**config.mk**
```make
export PLATFORM = sky130hd
export DESIGN_NAME = uart_host_ctrl
export DESIGN_NICKNAME = d
export VERILOG_FILES = /design/src/rtl/uart_ctrl_pkg.sv /design/src/rtl/uart_rx_fifo.sv /design/src/rtl/uart_host_ctrl.sv
export SDC_FILE = /design/constraint.sdc
export NUM_CORES = 1
export LEC_CHECK = 0
export BUFFER_PORTS_ARGS = -buffer_cell sky130_fd_sc_hd__buf_4
export CAP_MARGIN = 20
export CORE_MARGIN = 3
export CORE_UTILIZATION = 50
export DETAILED_ROUTE_END_ITERATION = 10
export PLACE_DENSITY = 0.75
export SYNTH_ARGS = -nofsm -noshare
export SYNTH_HDL_FRONTEND = slang
export SYNTH_SLANG_ARGS = --single-unit
```
**constraint.sdc**
```tcl
create_clock -name clk -period 1.49 [get_ports clk]
set_input_delay 0.0745 -clock clk [delete_from_list [all_inputs] [get_ports clk]]
set_output_delay 0.0745 -clock clk [all_outputs]
set_load 0.005 [all_outputs]
```
**src/rtl/uart_ctrl_pkg.sv**
```systemverilog
// uart_ctrl_pkg: shared definitions for the UART host controller.
//   - I/O register map addresses
//   - RX drain and TX sequencing FSM state encodings
//   - bit positions inside the status byte
package uart_ctrl_pkg;

    localparam logic [1:0] ADDR_DATA   = 2'b00;
    localparam logic [1:0] ADDR_STATUS = 2'b01;
    localparam logic [1:0] ADDR_DIV_LO = 2'b10;
    localparam logic [1:0] ADDR_DIV_HI = 2'b11;

    typedef enum logic [1:0] {
        RX_IDLE   = 2'd0,
        RX_ACK    = 2'd1,
        RX_SETTLE = 2'd2
    } rx_state_e;

    typedef enum logic {
        TX_EMPTY = 1'b0,
        TX_HOLD  = 1'b1
    } tx_state_e;

    localparam int unsigned ST_RX_AVAIL  = 0;
    localparam int unsigned ST_FIFO_FULL = 1;
    localparam int unsigned ST_TX_READY  = 2;
    localparam int unsigned ST_OVR       = 3;

endpackage

```
**src/rtl/uart_rx_fifo.sv**
```systemverilog
// uart_rx_fifo: synchronous byte FIFO holding received UART data.
// Ports:
//   clk, rst    clock, synchronous active-high reset (flushes pointers)
//   push, din   write a byte (ignored when full)
//   pop         discard head entry (ignored when empty)
//   dout        head entry, combinational
//   full, empty occupancy flags
// Pointers carry one extra wrap bit so full/empty are distinguishable.
module uart_rx_fifo #(
    parameter int unsigned DEPTH = 4
) (
    input  logic       clk,
    input  logic       rst,
    input  logic       push,
    input  logic       pop,
    input  logic [7:0] din,
    output logic [7:0] dout,
    output logic       full,
    output logic       empty
);

    localparam int unsigned AW = $clog2(DEPTH);
    localparam int unsigned PW = AW + 1;
    localparam logic [PW-1:0] PTR_ONE = {{(PW-1){1'b0}}, 1'b1};

    logic [PW-1:0] wr_ptr_q, wr_ptr_d;
    logic [PW-1:0] rd_ptr_q, rd_ptr_d;
    logic [7:0]    mem_q [DEPTH];
    logic [7:0]    mem_d [DEPTH];

    assign empty = (wr_ptr_q == rd_ptr_q);
    assign full  = (wr_ptr_q[AW] != rd_ptr_q[AW]) &&
                   (wr_ptr_q[AW-1:0] == rd_ptr_q[AW-1:0]);
    assign dout  = mem_q[rd_ptr_q[AW-1:0]];

    always_comb begin
        mem_d    = mem_q;
        wr_ptr_d = wr_ptr_q;
        rd_ptr_d = rd_ptr_q;
        if (push && !full) begin
            mem_d[wr_ptr_q[AW-1:0]] = din;
            wr_ptr_d                = wr_ptr_q + PTR_ONE;
        end
        if (pop && !empty) begin
            rd_ptr_d = rd_ptr_q + PTR_ONE;
        end
    end

    always_ff @(posedge clk) begin
        if (rst) begin
            wr_ptr_q <= '0;
            rd_ptr_q <= '0;
        end else begin
            wr_ptr_q <= wr_ptr_d;
            rd_ptr_q <= rd_ptr_d;
        end
        mem_q <= mem_d;
    end

endmodule

```
**src/rtl/uart_host_ctrl.sv**
```systemverilog
// uart_host_ctrl: bus-side UART controller. Drains receiver bytes into an RX
// FIFO, sequences transmitter loads and holds the baud divisor.
// Ports:
//   clk, rst                 clock, synchronous active-high reset
//   iocs/iorw/ioaddr/wdata   one-cycle bus access (iorw 1=read)
//   rdata                    registered read data, held until next read
//   rx_avail, tx_ready       FIFO non-empty / TX holding register empty
//   rx_data/rx_rda/rec_enable receiver handshake
//   tx_data/tx_load/tx_tbr   transmitter handshake
//   div_value/div_load       baud divisor and its load strobe
// Register map: 00 R pop / W TX byte; 01 R status; 10 divisor low; 11 divisor high.
// Build option: define UART_CTRL_OVERRUN_EN for a sticky overrun status bit.
module uart_host_ctrl
    import uart_ctrl_pkg::*;
#(
    parameter int unsigned RX_DEPTH  = 4,
    parameter logic [15:0] DIV_RESET = 16'd325
) (
    input  logic        clk,
    input  logic        rst,
    input  logic        iocs,
    input  logic        iorw,
    input  logic [1:0]  ioaddr,
    input  logic [7:0]  wdata,
    output logic [7:0]  rdata,
    output logic        rx_avail,
    output logic        tx_ready,
    input  logic [7:0]  rx_data,
    input  logic        rx_rda,
    output logic        rec_enable,
    output logic [7:0]  tx_data,
    output logic        tx_load,
    input  logic        tx_tbr,
    output logic [15:0] div_value,
    output logic        div_load
);

    rx_state_e   rx_state_q, rx_state_d;
    tx_state_e   tx_state_q, tx_state_d;
    logic [7:0]  rdata_q, rdata_d;
    logic [7:0]  tx_data_q, tx_data_d;
    logic        tx_load_q, tx_load_d;
    logic [15:0] div_value_q, div_value_d;
    logic [7:0]  div_lo_q, div_lo_d;
    logic        div_load_q, div_load_d;
    logic        start_q;

    logic        rd_acc, wr_acc;
    logic        fifo_push, fifo_pop, fifo_full, fifo_empty;
    logic [7:0]  fifo_dout;
    logic [7:0]  status;
    logic        ovr;

    assign rd_acc = iocs & iorw;
    assign wr_acc = iocs & ~iorw;

    // A byte is only taken from IDLE and only when there is room, so the
    // FIFO never sees a push while full.
    assign fifo_push = (rx_state_q == RX_IDLE) & rx_rda & ~fifo_full;
    assign fifo_pop  = rd_acc & (ioaddr == ADDR_DATA);

    uart_rx_fifo #(
        .DEPTH (RX_DEPTH)
    ) u_rx_fifo (
        .clk   (clk),
        .rst   (rst),
        .push  (fifo_push),
        .pop   (fifo_pop),
        .din   (rx_data),
        .dout  (fifo_dout),
        .full  (fifo_full),
        .empty (fifo_empty)
    );

`ifdef UART_CTRL_OVERRUN_EN
    logic ovr_q, ovr_d;

    always_comb begin
        ovr_d = ovr_q;
        if (rd_acc && (ioaddr == ADDR_STATUS)) ovr_d = 1'b0;
        if (rx_rda && fifo_full)               ovr_d = 1'b1;
    end

    always_ff @(posedge clk) begin
        if (rst) ovr_q <= 1'b0;
        else     ovr_q <= ovr_d;
    end

    assign ovr = ovr_q;
`else
    assign ovr = 1'b0;
`endif

    always_comb begin
        status               = '0;
        status[ST_RX_AVAIL]  = ~fifo_empty;
        status[ST_FIFO_FULL] = fifo_full;
        status[ST_TX_READY]  = (tx_state_q == TX_EMPTY);
        status[ST_OVR]       = ovr;
    end

    always_comb begin
        rx_state_d  = rx_state_q;
        tx_state_d  = tx_state_q;
        rdata_d     = rdata_q;
        tx_data_d   = tx_data_q;
        tx_load_d   = 1'b0;
        div_value_d = div_value_q;
        div_lo_d    = div_lo_q;
        // The post-reset divisor strobe rides the same flop as write strobes.
        div_load_d  = start_q;

        case (rx_state_q)
            RX_IDLE:   if (fifo_push) rx_state_d = RX_ACK;
            RX_ACK:    rx_state_d = RX_SETTLE;
            RX_SETTLE: rx_state_d = RX_IDLE;
            default:   rx_state_d = RX_IDLE;
        endcase

        case (tx_state_q)
            TX_EMPTY: begin
                if (wr_acc && (ioaddr == ADDR_DATA)) begin
                    tx_data_d  = wdata;
                    tx_state_d = TX_HOLD;
                end
            end
            TX_HOLD: begin
                if (tx_tbr) begin
                    tx_load_d  = 1'b1;
                    tx_state_d = TX_EMPTY;
                end
            end
            default: tx_state_d = TX_EMPTY;
        endcase

        if (wr_acc && (ioaddr == ADDR_DIV_LO)) div_lo_d = wdata;
        if (wr_acc && (ioaddr == ADDR_DIV_HI)) begin
            div_value_d = {wdata, div_lo_q};
            div_load_d  = 1'b1;
        end

        if (rd_acc) begin
            case (ioaddr)
                ADDR_DATA:   rdata_d = fifo_empty ? 8'h00 : fifo_dout;
                ADDR_STATUS: rdata_d = status;
                ADDR_DIV_LO: rdata_d = div_value_q[7:0];
                default:     rdata_d = div_value_q[15:8];
            endcase
        end
    end

    always_ff @(posedge clk) begin
        if (rst) begin
            rx_state_q  <= RX_IDLE;
            tx_state_q  <= TX_EMPTY;
            rdata_q     <= '0;
            tx_data_q   <= '0;
            tx_load_q   <= 1'b0;
            div_value_q <= DIV_RESET;
            div_lo_q    <= '0;
            div_load_q  <= 1'b0;
            start_q     <= 1'b1;
        end else begin
            rx_state_q  <= rx_state_d;
            tx_state_q  <= tx_state_d;
            rdata_q     <= rdata_d;
            tx_data_q   <= tx_data_d;
            tx_load_q   <= tx_load_d;
            div_value_q <= div_value_d;
            div_lo_q    <= div_lo_d;
            div_load_q  <= div_load_d;
            start_q     <= 1'b0;
        end
    end

    assign rdata      = rdata_q;
    assign rx_avail   = ~fifo_empty;
    assign tx_ready   = (tx_state_q == TX_EMPTY);
    assign rec_enable = (rx_state_q == RX_ACK);
    assign tx_data    = tx_data_q;
    assign tx_load    = tx_load_q;
    assign div_value  = div_value_q;
    assign div_load   = div_load_q;

endmodule

```
* Word level (Yosys, flattened, before mapping)
Index checks and enable logic that the tools add are counted.
Cells by class: add/sub/neg operators 2, magnitude comparators 3, eq/ne operators 8, mux-type cells 16, bitwise logic cells 11, reductions and logical operators 13
Operators by type and width (number):
- $bwmux W32 | 1
- $mux W8 | 4
- $pmux W8 S3 | 1
- $bmux W8 S2 | 1
- $demux W8 S2 | 1
- $logic_and A1 B1 Y1 | 7
- $add A3 B1 Y3 const B | 2
- $ge A3 B3 Y1 const B | 2
- $not A2 Y3 | 2
- $and A1 B1 Y1 | 5
- $mux W1 | 5
- $eq A2 B1 Y1 const B | 2
- $eq A2 B2 Y1 const B | 2
- $logic_not A2 Y1 | 2
- $not A1 Y1 | 4
- $pmux W2 S2 | 1
- $eq A3 B3 Y1 | 1
- $lt A3 B1 Y1 const B | 1
- $eq A2 B2 Y1 | 1
- $logic_not A1 Y1 | 2
- $mux W2 | 1
- $ne A2 B1 Y1 const B | 1
- $pmux W1 S2 | 1
- $reduce_and A2 Y1 | 1
- other kinds (2) | 2
Storage, ports and cells: bits in registers 84, input bits 24, output and inout port bits 37, logic and storage cells 68

* Depth between registers and ports, before layout
depth in word-level cells 6, gate-level depth with buffers 6, depth with buffers taken out 4

* Hierarchy
Synthesis repeated with hierarchy kept, for this count alone.
Unflattened totals: cell total of the unflattened synthesis 318, area total of the unflattened synthesis 3580.9 µm²
Modules (own cells, without submodules):
- uart_host_ctrl | instances 1, cells each 208, area an instance 1863.0 µm², sequential area each 920.9 µm²
- uart_rx_fifo | instances 1, cells each 110, area an instance 1717.9 µm², sequential area each 1081.0 µm²

* Worst setup path after synthesis
OpenSTA, ideal clock, no wires.
kind register -> register, start point reg u_rx_fifo.wr_ptr_q[2], end point reg u_rx_fifo.mem_q[16] (netlist name), enable pin, library setup time 0.332 ns, data arrival time 1.254 ns, required time 1.158 ns, path slack -0.095 ns, cell stages (with the launch flop) 4, buffers on the path 0, period minus slack after synthesis 1.585 ns, cells stage by stage dfxtp_1 xnor2_1 o311a_2 and2_1
Between the ends: word-level cells in the longest chain between the ends 5, elaborated cells on any way between the ends 6, those cells by class eq/ne (1); bitwise (2); reduce/logical (3)
RTL lines:
- start, declared | line uart_rx_fifo.sv:26 | logic [PW-1:0] wr_ptr_q, wr_ptr_d;
- start signal, assigned | line uart_rx_fifo.sv:54 | wr_ptr_q <= wr_ptr_d;
- $ne A1 B1 Y1 * | line uart_rx_fifo.sv:32 | assign full = (wr_ptr_q[AW] != rd_ptr_q[AW]) &&
- $logic_and A1 B1 Y1 * | line uart_rx_fifo.sv:32
- $not A1 Y1 | line uart_host_ctrl.sv:59 | assign fifo_push = (rx_state_q == RX_IDLE) & rx_rda & ~fifo_full;
- $and A1 B1 Y1 | line uart_host_ctrl.sv:59
- $logic_and A1 B1 Y1 * | line uart_rx_fifo.sv:40 | if (push && !full) begin
- end signal, assigned | line uart_rx_fifo.sv:57 | mem_q <= mem_d;
- end, declared | line uart_rx_fifo.sv:28 | logic [7:0] mem_q [DEPTH];
Every way passes the cells marked *; elsewhere a longest branch is shown, timed or not. A chain may end at the register's enable or synchronous reset.

* Worst setup path after layout
start point reg u_rx_fifo.rd_ptr_q[0], end point reg rdata_q[0] (netlist: rdata[0])
Between the ends: word-level cells in the longest chain between the ends 6, elaborated cells on any way between the ends 8, those cells by class eq/ne (1); mux (5); bitwise (2)
RTL lines:
- start, declared | line uart_rx_fifo.sv:27 | logic [PW-1:0] rd_ptr_q, rd_ptr_d;
- start signal, assigned | line uart_rx_fifo.sv:55 | rd_ptr_q <= rd_ptr_d;
- $not A2 Y3 (implied by the code) | line uart_rx_fifo.sv:34 | assign dout = mem_q[rd_ptr_q[AW-1:0]];
- $bmux W8 S2 | line uart_rx_fifo.sv:34
- $mux W8 (implied by the code) (2 in a row) | line uart_rx_fifo.sv:34
- $mux W8 | line uart_host_ctrl.sv:144 | ADDR_DATA: rdata_d = fifo_empty ? 8'h00 : fifo_dout;
- $pmux W8 S3 * | line uart_host_ctrl.sv:143 | case (ioaddr)
- end signal, assigned | line uart_host_ctrl.sv:166 | rdata_q <= rdata_d;
- end, declared | line uart_host_ctrl.sv:40 | logic [7:0] rdata_q, rdata_d;
Every way passes the cells marked *; elsewhere a longest branch is shown, timed or not. The select of a mux whose other input is x is not followed.

==> results.md <==
- CP Max Fanout: 6
- Status: finished with violations
- Detailed Place HPWL: around 5.5 mm
- Pin count of the biggest net entering global routing: 55
- Register-to-Register Path Depth: 4
- Cell area after synthesis: about 3400 sq um
- Final cell count without fillers: between 400 and 500
- Post-synthesis register bit count: 84
- WP data required: 1.72 ns
- Number of nets with antenna violations after detailed routing: 0
- Most frequent standard cell in the layout excluding fill and tap cells: buf_4
- PortBufs: 60
- Hold Path Cell Cnt: 1
- Antenna Cells: 0
- Time the final worst path needs with I/O delays and setup: around 1.5 ns
- Fill cell total of the finished layout: 475
- Crit share post-route: 101.9%
- Worst Min Path Start: rst
- Starting Density: between 50% and 60%
- Max Fclk: 0.6584 GHz
- Startpoint type of the worst setup path: flop
- Total cell area at the placement stage: slightly above 4000 sq um
- Number of warning messages in the yosys log: 0
- Nets: between 400 and 500
- Vias in the first global route: roughly 2500
- Routed WL: 7.882 mm
- Dpl cells: around 430
- Clock latency at the later pin of the worst-skew pair: approximately 0.34 ns
- Setup TNS after final layout: -0.05733 ns
- Antenna violations before repair: 0
- CTS tree: yes
- Worst slew margin: between 60% and 70%
- Tightest Hold Check Type: in -> reg
- Arrival time at the worst endpoint: between 1.5 and 2 ns
- Gate count of the mapped netlist: 291
- Detailed-route via count: roughly 2500
- Die boundary height: ~89 um
- Number of buffers created by CTS: 9
- Number of enable-type register cells in the synthesized netlist: 32
- Final design area excluding fillers: 4544 sq um
- Detail-routed net length per standard cell: ~17 um
- Setup skew after layout: 0.005843 ns
- Setup repair after global routing missed its margin: yes
- Number of levels in the clock H-tree: 3
- Final Slew Violations: 0
- Final weighted congestion in routability-driven placement: 0.8076
- Number of DRC markers after the initial detailed-route iteration: around 150
- Post-synth net total: 320
- Die span in x: about 89 um
- Iteration count of the initial detailed-routing pass: 5
- Top-Level Pins: 61
- Setup slack after layout: -0.02889 ns
- Leakage power: between 0.0015 and 0.002 uW
- Number of clock sinks: 84
- Hold Fails Final Rpt: 0
- Cell variety after synth: 44
- Syn_area_per_cell: between 10 and 15 sq um
- Clock Tree Root: clkbuf_8
- Actual slew at the worst max-slew pin: 0.5379 ns
- Area of the core region: 6495 sq um
- Worst Hold End: start_q$_DFF_P_
- Clock-pin slew on the worst setup and hold paths: roughly 0.080 ns
- Aggregate global routing overflow: 0
- Std-Cell Rows: 29
- Post-Place Worst Slack: -0.1296 ns
- Share of synthesized area occupied by flip-flops and latches: roughly three fifths
- Critical register-to-register path startpoint: u_rx_fifo.rd_ptr_q[0]$_SDFFE_PP0P_
- Worst reg-to-reg setup slack: -0.03 ns
- Overall global routing resource usage: about a fifth
- Max capacitance violation total: 0
- Area growth from synthesis to layout: 32.65%
- Commonest cells after routing, fill and taps aside: buf_4, dfxtp_1, nand2_1, nor2_1, edfxtp_1
- Peak supply drop: between 900 and 1000 uV
- Violations in the final reports: setup timing
- Wire length of the first global-routing pass: roughly 12 mm
- Power density cells: just over 1000 nW/um^2
- Fraction of registers with async set/reset: 0%
- Die footprint: between 7000 and 8000 sq um
- Fraction of final layout cells with drive strength greater than 1: a little over a third
- Setup Viol. Count Final: 3
- Max Root-Sink Buffers: 2
- Dominant register cell in the synthesized netlist: dfxtp_1
- Category of the most critical setup path: reg -> reg
- Total DRC errors in the routed layout: 0
- Reg2Reg Capture Point: rdata[0]$_SDFFE_PP0N_
- Vias per std cell: between 5 and 6
- Crit path capture type: flop
==> cells in the mapped netlist (4+ instances only) <==
cell type  number  area, sq um
buf_2           4        20.02
dfxtp_1        52         1041
nand3b_1        6        45.04
clkbuf_1        9        33.78
mux2i_1        18        180.2
ha_1            5        62.56
inv_1           5        18.77
a221oi_1        6        52.55
and2_1          4        25.02
nor2b_1         6        37.54
edfxtp_1       32        960.9
nor2_1         32        120.1
nand2_1        37        138.9
mux2_2          6        67.56
nor3_1          6        30.03
mux4_2          5        112.6
a21oi_1        17        85.08
==> sequential cells by signal, summed over array words and instances (netlist names) <==
register            cells
rx_state_q              2
u_rx_fifo.wr_ptr_q      3
tx_data                 8
u_rx_fifo.mem_q        32
div_load                1
tx_load                 1
div_value              16
u_rx_fifo.rd_ptr_q      3
tx_state_q              1
div_lo_q                8
rdata                   8
start_q                 1
==> area by class of cell <==
class / instances / area, sq um / share of cell area, %
flip-flops and latches: 84 / 2011 / 44.25
multi-input cells: 184 / 1388 / 30.53
repair buffers: 101 / 840.8 / 18.50
clock buffers: 9 / 123.9 / 2.726
well taps: 77 / 96.34 / 2.120
clock inverters: 7 / 66.31 / 1.459
inverters: 5 / 18.77 / 0.4130
==> power by group <==
group	internal [uW]	switching, uW
Sequential	2470	44.4
Combinational	300	272
Clock	766	787
Total	3530	1100
==> worst max path at each step <==
| stage | to | slack [ns] | start | cells past startpoint |
|---|---|---|---|---|
| after global placement | rdata[5]$_SDFFE_PP0N_ | -0.03 | u_rx_fifo.rd_ptr_q[0]$_SDFFE_PP0P_ | 4 |
| after detailed placement | rdata[5]$_SDFFE_PP0N_ | -0.13 | u_rx_fifo.rd_ptr_q[0]$_SDFFE_PP0P_ | 4 |
| after floorplan | rdata[2]$_SDFFE_PP0N_ | 0.007 | u_rx_fifo.rd_ptr_q[0]$_SDFFE_PP0P_ | 4 |
| after global routing | rdata[5]$_SDFFE_PP0N_ | -0.1 | u_rx_fifo.rd_ptr_q[0]$_SDFFE_PP0P_ | 4 |
| final | rdata[0]$_SDFFE_PP0N_ | -0.03 | u_rx_fifo.rd_ptr_q[0]$_SDFFE_PP0P_ | 4 |
| after CTS | rdata[0]$_SDFFE_PP0N_ | -0.04 | u_rx_fifo.rd_ptr_q[0]$_SDFFE_PP0P_ | 4 |
==> cells by family after synthesis <==
| group | count (synthesis) | share of synthesized area [%] |
|---|---|---|
| xor gates and xnor gates | 7 | 2.009 |
| buffers and inverters | 23 | 3.799 |
| adders and majority gates | 5 | 1.826 |
| AOI/OAI and AO/OA | 36 | 7.560 |
| muxes | 31 | 12.05 |
| and+or+nand+nor | 105 | 14.32 |
| DFF | 84 | 58.44 |
==> timing repair <==
item	in CTS	in global routing
endpoints found under the hold margin	54	0
setup endpoints to repair	33	15
buffers inserted	2	0
hold buffers	17	0
pin swaps	9	6
gates cloned	0	0
resized for setup	15	10
==> metal layers <==
metal  GRT usage, %  up-vias  share of wire (%)
met3          4.376        8                4.7
li1               -     1225                  -
met2          36.23       73                 52
met4          6.868        0                1.5
met1          25.90     1234                 42
met5              0        -                  0
==> metrics by stage <==
| stage | power [uW] | hold WS (ns) | util [%] |
|---|---|---|---|
| floorplan | 2802 | 0.1022 | - |
| global placement | 3017 | 0.2813 | 62.57 |
| detailed placement | 3036 | 0.2808 | 62.57 |
| CTS | 4637 | 0.1285 | 69.35 |
| global route | 4818 | 0.1368 | 69.97 |
| finish | 4637 | 0.1354 | 69.97 |
==> worst max-delay path, stage by stage (launching register included) <==
cell and delay [ns]:
dfxtp_4 0.41, mux4_1 0.55, nor2b_1 0.15, a211oi_2 0.20, o41ai_1 0.09
Note: power is estimated with default switching activity, not from simulation.
